[config.mk]
export PLATFORM = sky130hd
export DESIGN_NAME = uart_rx_fifo
export DESIGN_NICKNAME = d
export VERILOG_FILES = /design/src/rtl/uart_pkg.sv /design/src/rtl/sync_fifo.sv /design/src/rtl/uart_rx_fifo.sv
export SDC_FILE = /design/constraint.sdc
export NUM_CORES = 1
export LEC_CHECK = 0
export CORE_ASPECT_RATIO = 0.9
export CORE_UTILIZATION = 55
export CTS_BUF_LIST = sky130_fd_sc_hd__clkbuf_8
export DETAILED_ROUTE_END_ITERATION = 6
export PLACE_DENSITY = 0.72
export SYNTH_ARGS = -nofsm -noshare
export SYNTH_HDL_FRONTEND = slang
export SYNTH_SLANG_ARGS = --single-unit
export TNS_END_PERCENT = 30
[constraint.sdc]
create_clock -name sys_clk_i -period 6.97 [get_ports sys_clk_i]
set_input_delay 1.394 -clock sys_clk_i [delete_from_list [all_inputs] [get_ports sys_clk_i]]
set_output_delay 1.394 -clock sys_clk_i [all_outputs]
set_load 0.05 [all_outputs]
[src/rtl/uart_pkg.sv]
// rtl/uart_pkg.sv - UART state encoding and baud-divider helper shared by rx and tx
package uart_pkg;

  typedef enum logic [2:0] {
    ST_IDLE  = 3'd0,
    ST_START = 3'd1,
    ST_DATA  = 3'd2,
    ST_STOP  = 3'd3,
    ST_BREAK = 3'd4
  } uart_state_e;

  localparam int unsigned OVERSAMPLE = 16;

  function automatic int unsigned tick_div(input int unsigned clk_hz, input int unsigned baud);
    int unsigned d;
    d = clk_hz / (OVERSAMPLE * baud);
    return (d < 1) ? 1 : d;
  endfunction

endpackage

[src/rtl/sync_fifo.sv]
// rtl/sync_fifo.sv - first-word-fall-through circular FIFO; a pop frees space for a same-cycle push
module sync_fifo #(
  parameter int unsigned W          = 8,
  parameter int unsigned DEPTH_LOG2 = 4
) (
  input  logic                  clk_i,
  input  logic                  rst_i,
  input  logic                  push_i,
  input  logic [W-1:0]          push_data_i,
  input  logic                  pop_i,
  output logic [W-1:0]          data_o,
  output logic                  empty_o,
  output logic                  full_o,
  output logic [DEPTH_LOG2:0]   count_o
);
  localparam int unsigned DEPTH = 2 ** DEPTH_LOG2;
  localparam int unsigned CNT_W = DEPTH_LOG2 + 1;

  logic [W-1:0]            mem_q [DEPTH];
  logic [DEPTH_LOG2-1:0]   wr_ptr_q, wr_ptr_d, rd_ptr_q, rd_ptr_d;
  logic [DEPTH_LOG2:0]     count_q, count_d;
  logic                    do_push, do_pop;

  assign empty_o = (count_q == '0);
  assign full_o  = (count_q == CNT_W'(DEPTH));
  assign do_pop  = pop_i && !empty_o;
  assign do_push = push_i && (!full_o || do_pop);
  assign count_o = count_q;
  assign data_o  = empty_o ? '0 : mem_q[rd_ptr_q];

  always_comb begin
    wr_ptr_d = wr_ptr_q;
    rd_ptr_d = rd_ptr_q;
    count_d  = count_q;
    if (do_push) wr_ptr_d = wr_ptr_q + DEPTH_LOG2'(1);
    if (do_pop)  rd_ptr_d = rd_ptr_q + DEPTH_LOG2'(1);
    case ({do_push, do_pop})
      2'b10:   count_d = count_q + CNT_W'(1);
      2'b01:   count_d = count_q - CNT_W'(1);
      default: count_d = count_q;
    endcase
  end

  always_ff @(posedge clk_i) begin
    if (rst_i) begin
      wr_ptr_q <= '0;
      rd_ptr_q <= '0;
      count_q  <= '0;
    end else begin
      wr_ptr_q <= wr_ptr_d;
      rd_ptr_q <= rd_ptr_d;
      count_q  <= count_d;
    end
  end

  // Storage carries no reset; data_o is masked while empty.
  always_ff @(posedge clk_i) begin
    if (do_push) mem_q[wr_ptr_q] <= push_data_i;
  end

endmodule

[src/rtl/uart_rx_fifo.sv]
// rtl/uart_rx_fifo.sv - 8N1 UART receiver, 16x oversampled, queueing bytes into a FWFT FIFO
module uart_rx_fifo
  import uart_pkg::*;
#(
  parameter int unsigned CLK_HZ     = 32_000_000,
  parameter int unsigned BAUD       = 115_200,
  parameter int unsigned DEPTH_LOG2 = 4
) (
  input  logic                  sys_clk_i,
  input  logic                  sys_rst_i,
  input  logic                  rx_i,
  input  logic                  rd_i,
  input  logic                  err_clr_i,
  output logic [7:0]            data_o,
  output logic                  avail_o,
  output logic [DEPTH_LOG2:0]   count_o,
  output logic                  busy_o,
  output logic                  frame_err_o,
  output logic                  overrun_o
);
  localparam int unsigned TICK_DIV = tick_div(CLK_HZ, BAUD);
  localparam int unsigned TW       = (TICK_DIV > 1) ? $clog2(TICK_DIV) : 1;

  logic            rx_meta_q, rxs_q;
  logic [TW-1:0]   tick_cnt_q, tick_cnt_d;
  logic            tick;
  uart_state_e     state_q, state_d;
  logic [3:0]      s_q, s_d;
  logic [2:0]      bit_q, bit_d;
  logic [7:0]      shreg_q, shreg_d;
  logic            push, ferr_set, ovr_set;
  logic            fifo_empty, fifo_full;
  logic            frame_err_q, frame_err_d, overrun_q, overrun_d;

  assign tick       = (tick_cnt_q == TW'(TICK_DIV - 1));
  assign tick_cnt_d = tick ? '0 : tick_cnt_q + TW'(1);

  always_comb begin
    state_d  = state_q;
    s_d      = tick ? s_q + 4'd1 : s_q;
    bit_d    = bit_q;
    shreg_d  = shreg_q;
    push     = 1'b0;
    ferr_set = 1'b0;
    case (state_q)
      ST_IDLE: begin
        if (!rxs_q) begin
          state_d = ST_START;
          s_d     = '0;
        end
      end
      ST_START: begin
        if (tick && s_q == 4'd7) begin
          s_d     = '0;
          bit_d   = '0;
          state_d = rxs_q ? ST_IDLE : ST_DATA;
        end
      end
      ST_DATA: begin
        if (tick && s_q == 4'd15) begin
          s_d     = '0;
          shreg_d = {rxs_q, shreg_q[7:1]};
          bit_d   = bit_q + 3'd1;
          if (bit_q == 3'd7) state_d = ST_STOP;
        end
      end
      ST_STOP: begin
        if (tick && s_q == 4'd15) begin
          s_d = '0;
          if (rxs_q) begin
            push    = 1'b1;
            state_d = ST_IDLE;
          end else begin
            ferr_set = 1'b1;
            state_d  = ST_BREAK;
          end
        end
      end
      ST_BREAK: begin
        // Held-low line stays here so a long break reports a single error.
        if (rxs_q) begin
          state_d = ST_IDLE;
          s_d     = '0;
        end
      end
      default: begin
        state_d = ST_IDLE;
        s_d     = '0;
      end
    endcase
  end

  // Full FIFO always accepts a pop, so a concurrent rd_i makes room for the push.
  assign ovr_set     = push && fifo_full && !rd_i;
  assign frame_err_d = ferr_set || (frame_err_q && !err_clr_i);
  assign overrun_d   = ovr_set || (overrun_q && !err_clr_i);

  always_ff @(posedge sys_clk_i) begin
    if (sys_rst_i) begin
      rx_meta_q   <= 1'b1;
      rxs_q       <= 1'b1;
      tick_cnt_q  <= '0;
      state_q     <= ST_IDLE;
      s_q         <= '0;
      bit_q       <= '0;
      shreg_q     <= '0;
      frame_err_q <= 1'b0;
      overrun_q   <= 1'b0;
    end else begin
      rx_meta_q   <= rx_i;
      rxs_q       <= rx_meta_q;
      tick_cnt_q  <= tick_cnt_d;
      state_q     <= state_d;
      s_q         <= s_d;
      bit_q       <= bit_d;
      shreg_q     <= shreg_d;
      frame_err_q <= frame_err_d;
      overrun_q   <= overrun_d;
    end
  end

  sync_fifo #(
    .W          (8),
    .DEPTH_LOG2 (DEPTH_LOG2)
  ) u_fifo (
    .clk_i       (sys_clk_i),
    .rst_i       (sys_rst_i),
    .push_i      (push),
    .push_data_i (shreg_q),
    .pop_i       (rd_i),
    .data_o      (data_o),
    .empty_o     (fifo_empty),
    .full_o      (fifo_full),
    .count_o     (count_o)
  );

  assign avail_o     = !fifo_empty;
  assign busy_o      = (state_q != ST_IDLE);
  assign frame_err_o = frame_err_q;
  assign overrun_o   = overrun_q;

endmodule

# == Word-level counts from Yosys, hierarchy flattened ==
# Memories as Yosys holds them, arrays and structs flattened. A register that Yosys moved wholly into a read port is not among the register bits.
# Cells that the tools add are included.
# totals
out_inout_bits,17
wordCells,92
reg_bits,40
latch_bits,0
ramBits,128
memories,1
rom_bits,0
# op_classes
div,0
n_addsub,7
bitwise_logic,0
n_lt_le_gt_ge,0
shift,0
n_mul,0
n_mux,30
n_reduce_logical,25
eq_ne,17
# memory_table
name,words,word_bits,read_ports,rd_clocked_by_memory_dff,write_ports,line_no,text
u_fifo.mem_q,16,8,1,1,1,sync_fifo.sv:19,logic [W-1:0] mem_q [DEPTH];
# ops
op,n
$mux W4,7
$mux W3,9
$pmux W4 S4,1
$pmux W3 S5,1
$add A4 B1 Y4 const B,3
$ne A2 B2 Y1 const B,6
$add A5 B1 Y5 const B,2
$eq A5 B5 Y1 const B,2
$pmux W5 S2,1
$logic_and A1 B1 Y1,8
$mux W1,8
$mux W8,1
$eq A3 B2 Y1 const B,2
$eq A3 B3 Y1 const B,2
$pmux W3 S2,1
$reduce_and A6 Y1,1
$logic_not A5 Y1,1
$sub A5 B1 Y5 const B,1
$eq A4 B3 Y1 const B,1
$eq A4 B4 Y1 const B,1
$logic_not A1 Y1,4
$reduce_bool A2 Y1,2
$reduce_or A2 Y1,2
$add A3 B1 Y3 const B,1
other kinds (9),11

# == Depth between registers and ports, before layout ==
# depth
depth_word,7
mapped_depth,14
ltp_nobuf,13

# == By module ==
# A second synthesis with hierarchy kept.
# unflattened
hier_cells,467
area_unflattened_um2,7201.9
# by_module_without_submodules
mod,n_inst,area_per_inst_um2,seq_area_each_um2,cells_per_inst
sync_fifo,1,5969.5,4184.0,333
uart_rx_fifo,1,1232.4,540.5,134

# == Least setup slack after synthesis ==
# OpenSTA, ideal clock, no wires.
# synth_timing
path_type,register -> output
start,register u_fifo.count_q[2] (netlist: u_fifo.count_o[2])
end,output port data_o[0]
path_stages_with_launch,6
arrival_ps,2559
required_time_ps,5576
path_slack_ps,3017
n_path_buf,2
cell_sequence,dfxtp_1 clkbuf_1 or4_1 clkbuf_1 nor2_1 a211oi_1
# synth_via
elab_chain_len,2
# synth_lines
element,line_no,text
from (decl),sync_fifo.sv:21,"logic [DEPTH_LOG2:0] count_q, count_d;"
from (signal assigned),sync_fifo.sv:52,count_q <= count_d;
$logic_not A5 Y1,sync_fifo.sv:24,assign empty_o = (count_q == '0);
$mux W8,sync_fifo.sv:29,assign data_o = empty_o ? '0 : mem_q[rd_ptr_q];
to (decl),uart_rx_fifo.sv:14,"output logic [7:0] data_o,"
# Every way passes these cells.

==> results.yml <==
drt:
  first_pass_iters: 5
  routedWlPerCell_um: 19.8
  drc_errors: 0
  drt_iter0_markers: 326
  drt-total-wl_mm: 13.2
  viasPerCell: 5.95
  num_vias: 3981
  ant_nets: 0
global_routing:
  grt_max_degree: 49
  antenna_found_initial: 0
  grt_usage_pct: 21.4
  grt_pass1_vias: 4020
  grt_pass1_wl_mm: 21.3
  overflow: 0
setup_path:
  reg2reg_depth: 13
  start_kind: "flop"
  worst_ep_arrival_time_ps: 3360
  r2r_end: "u_fifo.count_o[4]"
  critPathKind: "flop to primary output"
  crit_path_max_fanout: 32
  crit_required_ps: 5580
  rrSetupSlack_ps: 3300
  crit_path_end: "data_o[3]"
  timing.rr.start: "tick_cnt_q[0]"
  end_kind: "primary output"
cts:
  h-tree-depth: 4
  numCtsBuffers: 17
  cts_tree: "yes"
  root_buffer: "clkbuf_8"
  clkTransAtPathRegs_ps: 80
  clock_latency_ps: 450
  clk_path_buf_depth: 2
  cts_setup_buffers: 0
  cts.hold.buffers_added: 0
  cts_resized: 0
  cts_sinks: 172
die:
  coreArea_um2: 12800
  fp-row-count: 39
  fp.dieArea_um2: 13600
  die-width_um: 123
  ios: 22
  dieHeight_um: 111
  initial_utilization_pct: 56.7
outcome:
  status: "finished clean"
sta:
  finalClockSkew_ps: 7.88
  worst_pin_slew_ps: 1000
  finalMaxSlewViolations: 0
  fmax_ghz: 0.210
  tns_ps: 0
  max-slew-margin-rel_pct: 33.0
  grt_setup_unrepaired: "false"
  period_minus_slack_ps: 4750
  finalSetupViolCount: 0
  min_period_over_period_pct: 68.2
  finalHoldViolCount: 0
synth:
  synth.area.top_cells: "edfxtp_1 53%, dfxtp_1 12%, mux4_2 9.9%"
  syn-cell-area_um2: 7250
  synth_edf_count: 128
  synth_top_area_share_pct: 53.0
  avgSynthCellArea_um2: 15.2
  yosysSeqAreaShare_pct: 65.2
  ys_warn_count: 0
  yosys.area.top_type: "edfxtp_1"
  synthCells: 476
  syn_nets: 494
  synth-seq-cells: 172
  yosys_most_used_dff: "edfxtp_1"
  async_reset_ff_share_pct: 0
  synth_cell_type_count: 53
finish:
  diodes: 0
  multi_input_area_um2: 2330
  final_nets: 511
  ff_latch_area_um2: 4730
  drive_gt1_share_pct: 16.8
  stdcell_area_um2: 8040
  area_delta_synth_final_pct: 10.9
  fin_cells: 669
  nFillCells: 972
placement:
  port_buffers: 21
  dpl_cell_area_um2: 7610
  placed_cells: 638
  gp_congestion: 0.801
  hpwlAfterDp_mm: 8.35
power:
  power_leakage_nw: 2.70
  power_per_cell_area_nw_per_um2: 231
  vdd_ir_drop_max_uv: 127
  total_power_mw: 1.86
worst_hold_path:
  hp-class: "flop to flop"
job:
  cap_violations: 0
## cell usage in the layout, fill, tap and decap left out, types with 3 or more instances in the layout
master / Yosys / final
a211oi_1: 16 / 16
mux4_2: 32 / 32
inv_6: 0 / 5
xor2_1: 10 / 10
nand3_1: 5 / 5
nand2_1: 7 / 7
and4_1: 9 / 9
nand2b_1: 12 / 12
clkdlybuf4s50_1: 0 / 21
nor2_1: 33 / 33
o21ai_0: 8 / 8
or2_2: 3 / 3
or3_1: 5 / 5
buf_4: 0 / 11
or4_1: 4 / 4
xnor2_1: 4 / 4
inv_1: 14 / 16
nor4b_1: 4 / 4
dfxtp_1: 44 / 43
nor4_1: 9 / 9
ha_1: 13 / 13
a21oi_1: 8 / 8
nor2b_1: 9 / 9
bufinv_16: 0 / 4
nor3_1: 7 / 7
mux2i_1: 23 / 23
clkbuf_8: 0 / 17
edfxtp_1: 128 / 128
mux2_2: 3 / 3
## worst min path at each step
stage | startpoint | end | depth (start not counted)
floorplan | rx_meta_q | rxs_q | 1
global placement | rx_meta_q | rxs_q | 1
detailed placement | rx_meta_q | rxs_q | 1
CTS | rx_meta_q | rxs_q | 1
global route | rx_meta_q | rxs_q | 1
finish | rx_meta_q | rxs_q | 1
## sequential cells by signal, summed over array words and instances, names as in the netlist, 3 cells and up, named ones only
name,flops
u_fifo.mem_q,128
shreg_q,8
tick_cnt_q,5
u_fifo.count_o,5
s_q,4
u_fifo.rd_ptr_q,4
u_fifo.wr_ptr_q,4
bit_q,3
state_q,3
## routing by layer
layer	global-route usage, %	vias up	wire length [um]
met5	0	-	0
met2	35.1	82	6800
li1	-	1875	-
met1	28.2	2010	5740
met4	7.31	0	166
met3	4.58	14	528
## synth_stat cells, drive strengths merged (3+ instances only)
| cell type | count |
|---|---|
| dfxtp | 44 |
| and4 | 9 |
| xnor2 | 4 |
| nand2 | 7 |
| nand2b | 12 |
| clkbuf | 25 |
| mux2 | 3 |
| nor2b | 9 |
| o21ai | 8 |
| mux4 | 32 |
| nor4 | 9 |
| xor2 | 10 |
| or3 | 5 |
| mux2i | 23 |
| nor2 | 34 |
| nor4b | 4 |
| nand3 | 5 |
| or4 | 5 |
| ha | 13 |
| inv | 15 |
| or2 | 3 |
| a21oi | 8 |
| edfxtp | 128 |
| nor3 | 7 |
| a211oi | 16 |
| buf | 9 |
## cells by family (layout without fill, tap and decap cells)
group | Yosys count | count (layout) | share of synthesized area [%]
DFF | 172 | 172 | 65.2
and+or+nand+nor | 122 | 122 | 10.1
muxes | 58 | 58 | 13.6
buffers and inverters | 49 | 78 | 2.62
AOI/OAI and AO/OA | 48 | 48 | 4.59
xor gates and xnor gates | 14 | 14 | 1.69
adders and majority gates | 13 | 13 | 2.24
## metrics by stage
stage | util, % | setup slack, ps | hold WS [ps]
floorplan | - | 3020 | 389
global placement | 59.5 | 2620 | 404
detailed placement | 59.5 | 2520 | 400
CTS | 62.9 | 2100 | 425
global route | 62.9 | 1990 | 437
finish | 62.9 | 2220 | 421
## final cells by class
type	count	share of cell area, %
flip-flops and latches	172	58.8
repair buffers	32	3.64
multi-input cells	255	29.0
clock buffers	17	2.91
inverters	15	0.700
clock inverters	14	2.38
well taps	164	2.55
## power breakdown
part / internal [mW] / switching (mW) / total, mW
Clock: 0.391 / 0.353 / 0.744
Sequential: 1.09 / 0.00432 / 1.09
Combinational: 0.0115 / 0.0133 / 0.0248
Total: 1.49 / 0.371 / 1.86
## critical path, stage by stage, from the launching register on
cell and delay, ps:
dfxtp_2 1000, mux4_2 620, nor2b_1 160, a211oi_1 300
a211oi_1 90, clkdlybuf4s50_1 740
Note: power is estimated with default switching activity, not from simulation.
